===== config.mk =====
export PLATFORM = sky130hd
export DESIGN_NAME = pointwise_conv_seq
export DESIGN_NICKNAME = d
export VERILOG_FILES = /design/src/rtl/pointwise_conv_seq.sv
export SDC_FILE = /design/constraint.sdc
export NUM_CORES = 2
export LEC_CHECK = 0
export BUFFER_PORTS_ARGS = -buffer_cell sky130_fd_sc_hd__buf_2
export CAP_MARGIN = 20
export CORE_UTILIZATION = 30
export CTS_BUF_LIST = sky130_fd_sc_hd__clkbuf_2 sky130_fd_sc_hd__clkbuf_4 sky130_fd_sc_hd__clkbuf_8
export CTS_CLUSTER_DIAMETER = 200
export CTS_CLUSTER_SIZE = 14
export DETAILED_ROUTE_END_ITERATION = 12
export PLACE_DENSITY = 0.54
export SLEW_MARGIN = 20
export SYNTH_ARGS = -nofsm -noshare
export SYNTH_HDL_FRONTEND = slang
export SYNTH_SLANG_ARGS = --single-unit
export TNS_END_PERCENT = 10

===== constraint.sdc =====
create_clock -name clk -period 7.2 [get_ports clk]
set_input_delay 1.44 -clock clk [delete_from_list [all_inputs] [get_ports clk]]
set_output_delay 1.44 -clock clk [all_outputs]
set_load 0.005 [all_outputs]

===== src/rtl/pointwise_conv_seq.sv =====
`default_nettype none
// ============================================================================
// Module   : pointwise_conv_seq
// Purpose  : Parametrised 1x1 (pointwise) convolution. One pixel's IN_CH
//            channel vector is accepted per transaction. OUT_CH MACs run in
//            parallel, each stepping through the input channels one per
//            cycle, and the result is rounded, optionally ReLU'd and
//            saturated to OUT_W bits.
// Ports    : clk, rst_n             clock, asynchronous active-low reset
//            in_data/valid/ready    packed input vector (channel c at c*IN_W)
//            out_data/valid/ready   packed results (filter f at f*OUT_W)
//            out_sat                some filter in out_data was clamped
//            wr_en/addr/data        weight (f*IN_CH+c) / bias (OUT_CH*IN_CH+f)
//            wr_err                 1-cycle pulse when a write is dropped
// Revision : 1.0 - initial release
// ============================================================================
module pointwise_conv_seq #(
  parameter int IN_CH   = 3,
  parameter int OUT_CH  = 9,
  parameter int IN_W    = 14,
  parameter int W_W     = 8,
  parameter int OUT_W   = 16,
  parameter int SHIFT   = 0,
  parameter int RELU_EN = 0
) (
  input  logic                                  clk,
  input  logic                                  rst_n,
  input  logic [IN_CH*IN_W-1:0]                 in_data,
  input  logic                                  in_valid,
  output logic                                  in_ready,
  output logic [OUT_CH*OUT_W-1:0]               out_data,
  output logic                                  out_valid,
  input  logic                                  out_ready,
  output logic                                  out_sat,
  input  logic                                  wr_en,
  input  logic [$clog2(OUT_CH*(IN_CH+1))-1:0]   wr_addr,
  input  logic [W_W-1:0]                        wr_data,
  output logic                                  wr_err
);

  localparam int AW     = $clog2(OUT_CH*(IN_CH+1));
  localparam int N_WGT  = OUT_CH*IN_CH;
  localparam int N_ADDR = OUT_CH*(IN_CH+1);
  localparam int ACC_W  = IN_W + W_W + $clog2(IN_CH+1) + 1;
  // Post-processing width: one bit over the accumulator so the rounding
  // offset cannot overflow, and wide enough to hold the output limits.
  localparam int RW     = (ACC_W + 1 > OUT_W + 1) ? ACC_W + 1 : OUT_W + 1;
  localparam int CH_W   = (IN_CH > 1) ? $clog2(IN_CH) : 1;

  localparam logic signed [RW-1:0] RND_C =
      (SHIFT > 0) ? (RW'(1) << ((SHIFT > 0) ? SHIFT - 1 : 0)) : '0;
  localparam logic signed [RW-1:0] OUT_MAX = {{(RW-OUT_W+1){1'b0}}, {(OUT_W-1){1'b1}}};
  localparam logic signed [RW-1:0] OUT_MIN = {{(RW-OUT_W+1){1'b1}}, {(OUT_W-1){1'b0}}};

  localparam logic [1:0] S_IDLE = 2'd0;
  localparam logic [1:0] S_ACC  = 2'd1;
  localparam logic [1:0] S_OUT  = 2'd2;

  logic [1:0]               r_state;
  logic [CH_W-1:0]          r_ch;
  logic signed [IN_W-1:0]   r_x   [IN_CH];
  logic signed [W_W-1:0]    r_w   [OUT_CH][IN_CH];
  // Working copy of the weights taken at accept time, so a write landing on
  // the accept edge does not leak into the transaction already started.
  logic signed [W_W-1:0]    r_wk  [OUT_CH][IN_CH];
  logic signed [W_W-1:0]    r_b   [OUT_CH];
  logic signed [ACC_W-1:0]  r_acc [OUT_CH];
  logic [OUT_CH*OUT_W-1:0]  r_out;
  logic                     r_out_valid;
  logic                     r_out_sat;
  logic                     r_wr_err;

  logic                     w_idle;
  logic                     w_addr_ok;
  logic                     w_wr_ok;
  logic signed [IN_W-1:0]   w_x_cur;
  logic signed [ACC_W-1:0]  w_prod [OUT_CH];
  logic [OUT_CH*OUT_W-1:0]  w_res;
  logic                     w_any_sat;

  assign w_idle    = (r_state == S_IDLE);
  assign w_addr_ok = ({1'b0, wr_addr} < (AW+1)'(N_ADDR));
  assign w_wr_ok   = wr_en & w_idle & w_addr_ok;
  assign w_x_cur   = r_x[r_ch];

  always_comb begin
    for (int f = 0; f < OUT_CH; f++) begin
      w_prod[f] = ACC_W'(w_x_cur) * ACC_W'(r_wk[f][r_ch]);
    end
  end

  // Round, optional ReLU, saturate. Every bit of v feeds a comparison, only
  // the low OUT_W bits are forwarded when no clamp is needed.
  always_comb begin
    logic signed [RW-1:0] v;
    w_res     = '0;
    w_any_sat = 1'b0;
    for (int f = 0; f < OUT_CH; f++) begin
      v = (RW'(r_acc[f]) + RND_C) >>> SHIFT;
      if ((RELU_EN != 0) && (v < 0)) begin
        v = '0;
      end
      if (v > OUT_MAX) begin
        w_res[f*OUT_W +: OUT_W] = OUT_MAX[OUT_W-1:0];
        w_any_sat = 1'b1;
      end else if (v < OUT_MIN) begin
        w_res[f*OUT_W +: OUT_W] = OUT_MIN[OUT_W-1:0];
        w_any_sat = 1'b1;
      end else begin
        w_res[f*OUT_W +: OUT_W] = v[OUT_W-1:0];
      end
    end
  end

  always_ff @(posedge clk or negedge rst_n) begin
    if (!rst_n) begin
      r_state     <= S_IDLE;
      r_ch        <= '0;
      r_out       <= '0;
      r_out_valid <= 1'b0;
      r_out_sat   <= 1'b0;
      r_wr_err    <= 1'b0;
      for (int c = 0; c < IN_CH; c++) begin
        r_x[c] <= '0;
      end
      for (int f = 0; f < OUT_CH; f++) begin
        r_b[f]   <= '0;
        r_acc[f] <= '0;
        for (int c = 0; c < IN_CH; c++) begin
          r_w[f][c]  <= '0;
          r_wk[f][c] <= '0;
        end
      end
    end else begin
      r_wr_err <= wr_en & ~w_wr_ok;

      if (w_wr_ok) begin
        for (int f = 0; f < OUT_CH; f++) begin
          for (int c = 0; c < IN_CH; c++) begin
            if (wr_addr == AW'(f*IN_CH + c)) begin
              r_w[f][c] <= wr_data;
            end
          end
          if (wr_addr == AW'(N_WGT + f)) begin
            r_b[f] <= wr_data;
          end
        end
      end

      case (r_state)
        S_IDLE: begin
          if (in_valid) begin
            for (int c = 0; c < IN_CH; c++) begin
              r_x[c] <= in_data[c*IN_W +: IN_W];
            end
            for (int f = 0; f < OUT_CH; f++) begin
              r_acc[f] <= ACC_W'(r_b[f]);
              for (int c = 0; c < IN_CH; c++) begin
                r_wk[f][c] <= r_w[f][c];
              end
            end
            r_ch    <= '0;
            r_state <= S_ACC;
          end
        end
        S_ACC: begin
          for (int f = 0; f < OUT_CH; f++) begin
            r_acc[f] <= r_acc[f] + w_prod[f];
          end
          r_ch <= r_ch + 1'b1;
          if (r_ch == CH_W'(IN_CH - 1)) begin
            r_state <= S_OUT;
          end
        end
        S_OUT: begin
          // First cycle in OUT registers the result; after that the
          // outputs hold until the downstream handshake.
          if (!r_out_valid) begin
            r_out       <= w_res;
            r_out_sat   <= w_any_sat;
            r_out_valid <= 1'b1;
          end else if (out_ready) begin
            r_out_valid <= 1'b0;
            r_state     <= S_IDLE;
          end
        end
        default: begin
          r_state <= S_IDLE;
        end
      endcase
    end
  end

  assign in_ready  = w_idle;
  assign out_data  = r_out;
  assign out_valid = r_out_valid;
  assign out_sat   = r_out_sat;
  assign wr_err    = r_wr_err;

endmodule
`default_nettype wire


## After elaboration in Yosys (flattened, before gate mapping)

Index checks and enable logic that the tools add are counted.

| word-level totals | value |
|---|---|
| bits in registers | 922 |
| bits of input ports | 61 |
| output and inout bits | 148 |
| logic and storage cells | 288 |

| operators by class | value |
|---|---|
| $add $sub $neg | 10 |
| $mul | 9 |
| $lt $le $gt $ge | 20 |
| eq/ne operators | 42 |
| multiplexer cells | 77 |
| bitwise gates (word level) | 6 |
| reductions and logical operators | 43 |

Operators with widths:

| operator | number |
|---|---|
| $pmux 225 s2 | 1 |
| $mux 16 | 18 |
| $add 25x22->25 | 9 |
| $gt 25x16->1 const B | 9 |
| $lt 25x16->1 const B | 9 |
| $mux 225 | 1 |
| $mul 14x8->22 | 9 |
| $bmux 8 s2 | 9 |
| $mux 8 | 18 |
| $eq 6x5->1 const B | 16 |
| $reduce_and 2->1 | 39 |
| $eq 6x4->1 const B | 8 |
| $bmux 14 s2 | 1 |
| $mux 14 | 2 |
| $eq 6x3->1 const B | 4 |
| $eq 6x6->1 const B | 4 |
| $mux 1 | 20 |
| $eq 6x2->1 const B | 2 |
| $mux 2 | 5 |
| $ne 2x2->1 const B | 4 |
| $eq 6x1->1 const B | 1 |
| $logic_not 6->1 | 1 |
| $lt 6x6->1 const B | 1 |
| $pmux 2 s3 | 1 |
| other kinds (11) | 15 |

## Depth between registers and ports, before layout

| depth | value |
|---|---|
| depth after elaboration | 19 |
| mapped depth | 27 |
| depth with buffers taken out | 23 |

## Least setup slack after synthesis

Ideal clock, no wire load.

| path | value |
|---|---|
| kind | reg2reg |
| start point | register r_ch[0] |
| end point | register r_acc[224] (netlist bit) |
| library setup time | 0.124 ns |
| arrival time | 6.326 ns |
| required time | 7.076 ns |
| slack | 0.750 ns |
| stages on the path, launching flop included | 27 |
| buffers on the path | 4 |
| period minus slack after synthesis | 6.450 ns |
| cell sequence | dfrtp_1 clkbuf_1 inv_1 nor2_1 buf_2 a21o_1 clkbuf_1 clkbuf_1 nand2_1 fa_1 inv_1 fa_1 ha_1 inv_1 fa_1 inv_1 ha_1 ha_1 fa_1 a211o_1 a2111oi_0 o31a_1 a21oi_1 a31o_2 nor3_2 nor4_1 a211o_1 |

| on the way | value |
|---|---|
| cells in the longest elaborated chain, start to end | 7 |
| elaborated cells on any way between the ends | 10 |
| those cells by class | 1 x add/sub; 1 x mul; 7 x mux; 1 x bitwise |

RTL lines:

| element | RTL line | text |
|---|---|---|
| start, declared | 60 | `logic [CH_W-1:0] r_ch;` |
| start signal, assigned | 170 | `r_ch <= r_ch + 1'b1;` |
| $not 2->3 (implied by the code) * | 84, 88 |  |
| $bmux 14 s2 or $bmux 8 s2 (tied branches) | 84, 88 |  |
| $mux 14 (implied by the code) or $mux 8 (tied branches) (2 in series) | 84, 88 |  |
| $mul 14x8->22 * | 88 | `w_prod[f] = ACC_W'(w_x_cur) * ACC_W'(r_wk[f][r_ch]);` |
| $add 25x22->25 * | 168 | `r_acc[f] <= r_acc[f] + w_prod[f];` |
| $pmux 225 s2 * | 150 | `case (r_state)` |
| end signal, assigned by index | 157 | `r_acc[f] <= ACC_W'(r_b[f]);` |
| end signal, assigned by index | 168 |  |
| end, declared | 67 | `logic signed [ACC_W-1:0] r_acc [OUT_CH];` |

Mark *: on every way between the ends. The rest lies on a longest branch, timed or not. The select of a mux whose other input is x is not followed.
A chain may end at the register's enable or synchronous reset.

## Worst setup path after layout

| path | value |
|---|---|
| start point | register r_ch[1] |
| end point | register r_acc[171] (netlist bit) |

Same word-level chain as after synthesis.

==> results.yml <==
sta:
  fin_crit_sh_pct: 95.3
  fmax_ghz: 0.146
  setup_viol: 0
  timing.final.hold_violations: 0
  finalClockSkew_ps: 76.7
  min_period_ps: 6860
  grt_setup_unrepaired: "no"
  slew_headroom_pct: 27.7
  setup_tns_ps: 0
  finalMaxSlewViolations: 0
  worstMarginPinSlew_ps: 1080
setup_path:
  timing.rr.start: "r_ch[1]$_DFFE_PN0P_"
  worst-path-max-fanout: 28
  startpoint_type: "register"
  reg2reg_depth: 22
  arrival_ps: 7600
  rr_endpoint: "r_acc[171]$_DFFE_PN0P_"
  crit_required_ps: 7940
  reg2reg_slack_ps: 340
  crit_type: "reg2reg"
  cp-end-kind: "register"
min_path:
  min-delay-start: "r_b[51]$_DFFE_PN0P_"
  hold_class: "reg2reg"
  hold_end: "r_acc[153]$_DFFE_PN0P_"
  whs_path_depth: 2
global_routing:
  grt_first_pass_wirelength_mm: 379
  grt_overflow: 0
  grt_pass1_vias: 61892
  grt_max_degree: 184
  grt_usage_pct: 17.9
  antenna_found_initial: 21
route:
  wl_per_cell_um: 20.8
  drc: 0
  firstDrtPassIters: 6
  final_antenna_net_count: 0
  vias_per_cell: 4.95
  initialDrtViolationCount: 3652
  num_vias: 57145
  wirelength_mm: 241
place:
  gp_congestion: 0.882
  io_buffers: 208
  dp_hpwl_mm: 180
logic_synthesis:
  ys_seq_area_share_pct: 28.4
  synth-edff-count: 0
  avgSynthCellArea_um2: 10.3
  async_reset_ff_share_pct: 100
  yosysMostFrequentCell: "fa_1"
  synth_area_um2: 81300
  synth_common_cells: "fa_1, inv_1, dfrtp_1"
  syn_inst: 7874
  yosys_warnings: 0
  synth_nets: 9574
  yosys-top-cells-area: "dfrtp_1, fa_1, ha_1"
  synth_cell_types: 74
  synth_ff_type: "dfrtp_1"
  synth-seq-cells: 922
  synth_top_cell_by_area: "dfrtp_1"
  synth_top_cell_area_share_pct: 28.4
die:
  die_area_um2: 273000
  fp.dieH_um: 523
  row_count: 190
  core_area_um2: 269000
  initial_core_util_pct: 30.3
  die_w_um: 523
  num_io_pins: 209
layout:
  syn2layout_area_growth_pct: 9.36
  layout.nets: 9684
  drive_gt1_share_pct: 15.1
clock_tree:
  postCtsHoldBufs: 0
  cts_buffers: 75
  clock_path_buffers: 3
  htreeDepth: 3
  cts_setup_buffers: 0
  cts_sinks: 922
  root_buffer: "clkbuf_8"
  clk_pin_slew_ps: 120
  clock_latency_ps: 870
  cts_tree: "yes"
status:
  status: "finished, final reports clean"
flow_run:
  maxCapViolCount: 0
-- cell families (layout without fill, tap and decap cells) --
kind of cell | Yosys count | in the layout | synth area share, %
buf+inv | 1396 | 1513 | 6.48
simple gates | 1836 | 1836 | 9.51
other cells | 0 | 8 | 0
flops | 922 | 922 | 28.4
fa+ha+maj | 1639 | 1639 | 35.7
compound gates | 1223 | 1223 | 8.84
xor+xnor | 206 | 206 | 2.22
mux | 652 | 652 | 8.87
-- per-layer routing --
| metal | vias to the layer above | wire length, µm | GRT usage [%] |
|---|---|---|---|
| li1 | 25526 | - | - |
| met1 | 30017 | 109000 | 24.8 |
| met2 | 1331 | 113000 | 29.5 |
| met3 | 265 | 11700 | 2.17 |
| met4 | 6 | 6290 | 4.96 |
| met5 | - | 34 | 0 |
-- how the worst max path moves through the flow --
stage                                         to  depth (start not counted)           startpoint
after floorplan           r_acc[224]$_DFFE_PN0P_                         26  r_ch[0]$_DFFE_PN0P_
after global placement    r_acc[224]$_DFFE_PN0P_                         22  r_ch[1]$_DFFE_PN0P_
after detailed placement  r_acc[224]$_DFFE_PN0P_                         22  r_ch[1]$_DFFE_PN0P_
after CTS                  r_acc[24]$_DFFE_PN0P_                         22  r_ch[1]$_DFFE_PN0P_
after global routing      r_acc[122]$_DFFE_PN0P_                         22  r_ch[1]$_DFFE_PN0P_
final                     r_acc[171]$_DFFE_PN0P_                         22  r_ch[1]$_DFFE_PN0P_
-- registers in the layout, indices dropped and copies added, names as in the netlist --
register	cells
out_data	144
out_sat	1
out_valid	1
r_acc	225
r_b	72
r_ch	2
r_state	2
r_w	216
r_wk	216
r_x	42
wr_err	1
-- stage by stage --
| stage | cell area (µm²) | worst slack [ps] | instances | utilization (%) | hold slack, ps |
|---|---|---|---|---|---|
| floorplan | 81300 | 750 | 7874 | - | 456 |
| global placement | 87700 | 291 | 11459 | 32.7 | 462 |
| detailed placement | 87700 | 223 | 11459 | 32.7 | 462 |
| CTS | 88900 | 237 | 11543 | 33.1 | 473 |
| global route | 88900 | 6.92 | 11547 | 33.1 | 495 |
| finish | 88900 | 340 | 11551 | 33.1 | 473 |
-- worst max-delay path, stage by stage, from the launching register on --
cell and delay (ps):
dfrtp_4 600, buf_12 290, buf_4 240, mux2i_1 100, o21ai_1 540, nand2_1 140
fa_1 500, inv_1 50, fa_1 490, inv_1 50, fa_1 520, inv_1 50
fa_1 390, fa_1 490, ha_1 340, o21ai_0 100, nor2_1 210, o2111ai_1 310
a311oi_2 360, nor3b_2 290, a21oi_1 120, or4b_1 510, nand3_1 80
-- cell usage in the layout, fill, tap and decap left out, types with 35 or more instances in the layout --
cell type / count
nand2_1: 667
nor3_1: 38
or2_2: 60
fa_1: 1134
ha_1: 505
mux2_2: 548
a22oi_1: 54
buf_2: 207
xnor2_1: 139
xor2_1: 67
mux2i_1: 104
nor2_1: 832
a21o_1: 65
inv_1: 1007
buf_4: 174
dfrtp_1: 920
nand2b_1: 37
o21ai_0: 359
and2_1: 35
a21oi_1: 475
clkbuf_8: 76
buf_12: 40
-- layout make-up --
class	instances	area (µm²)
Antenna cell	8	20.0
Clock buffer	77	1050
Clock inverter	7	72.6
Fill cell	27366	180000
Inverter	1007	3780
Multi-Input combinational cell	5556	53300
Sequential cell	922	23100
Tap cell	3552	4440
Timing Repair Buffer	422	3160
-- repair_timing --
item / 4_1_cts / 5_1_grt
hold endpoints to repair: 0 / 0
gates resized for setup: 0 / 5
endpoints found under the setup margin: 0 / 8
Power is left out: the tool's default activity adds up to more than one toggle a clock period on the data nets, which glitch-free logic cannot reach.
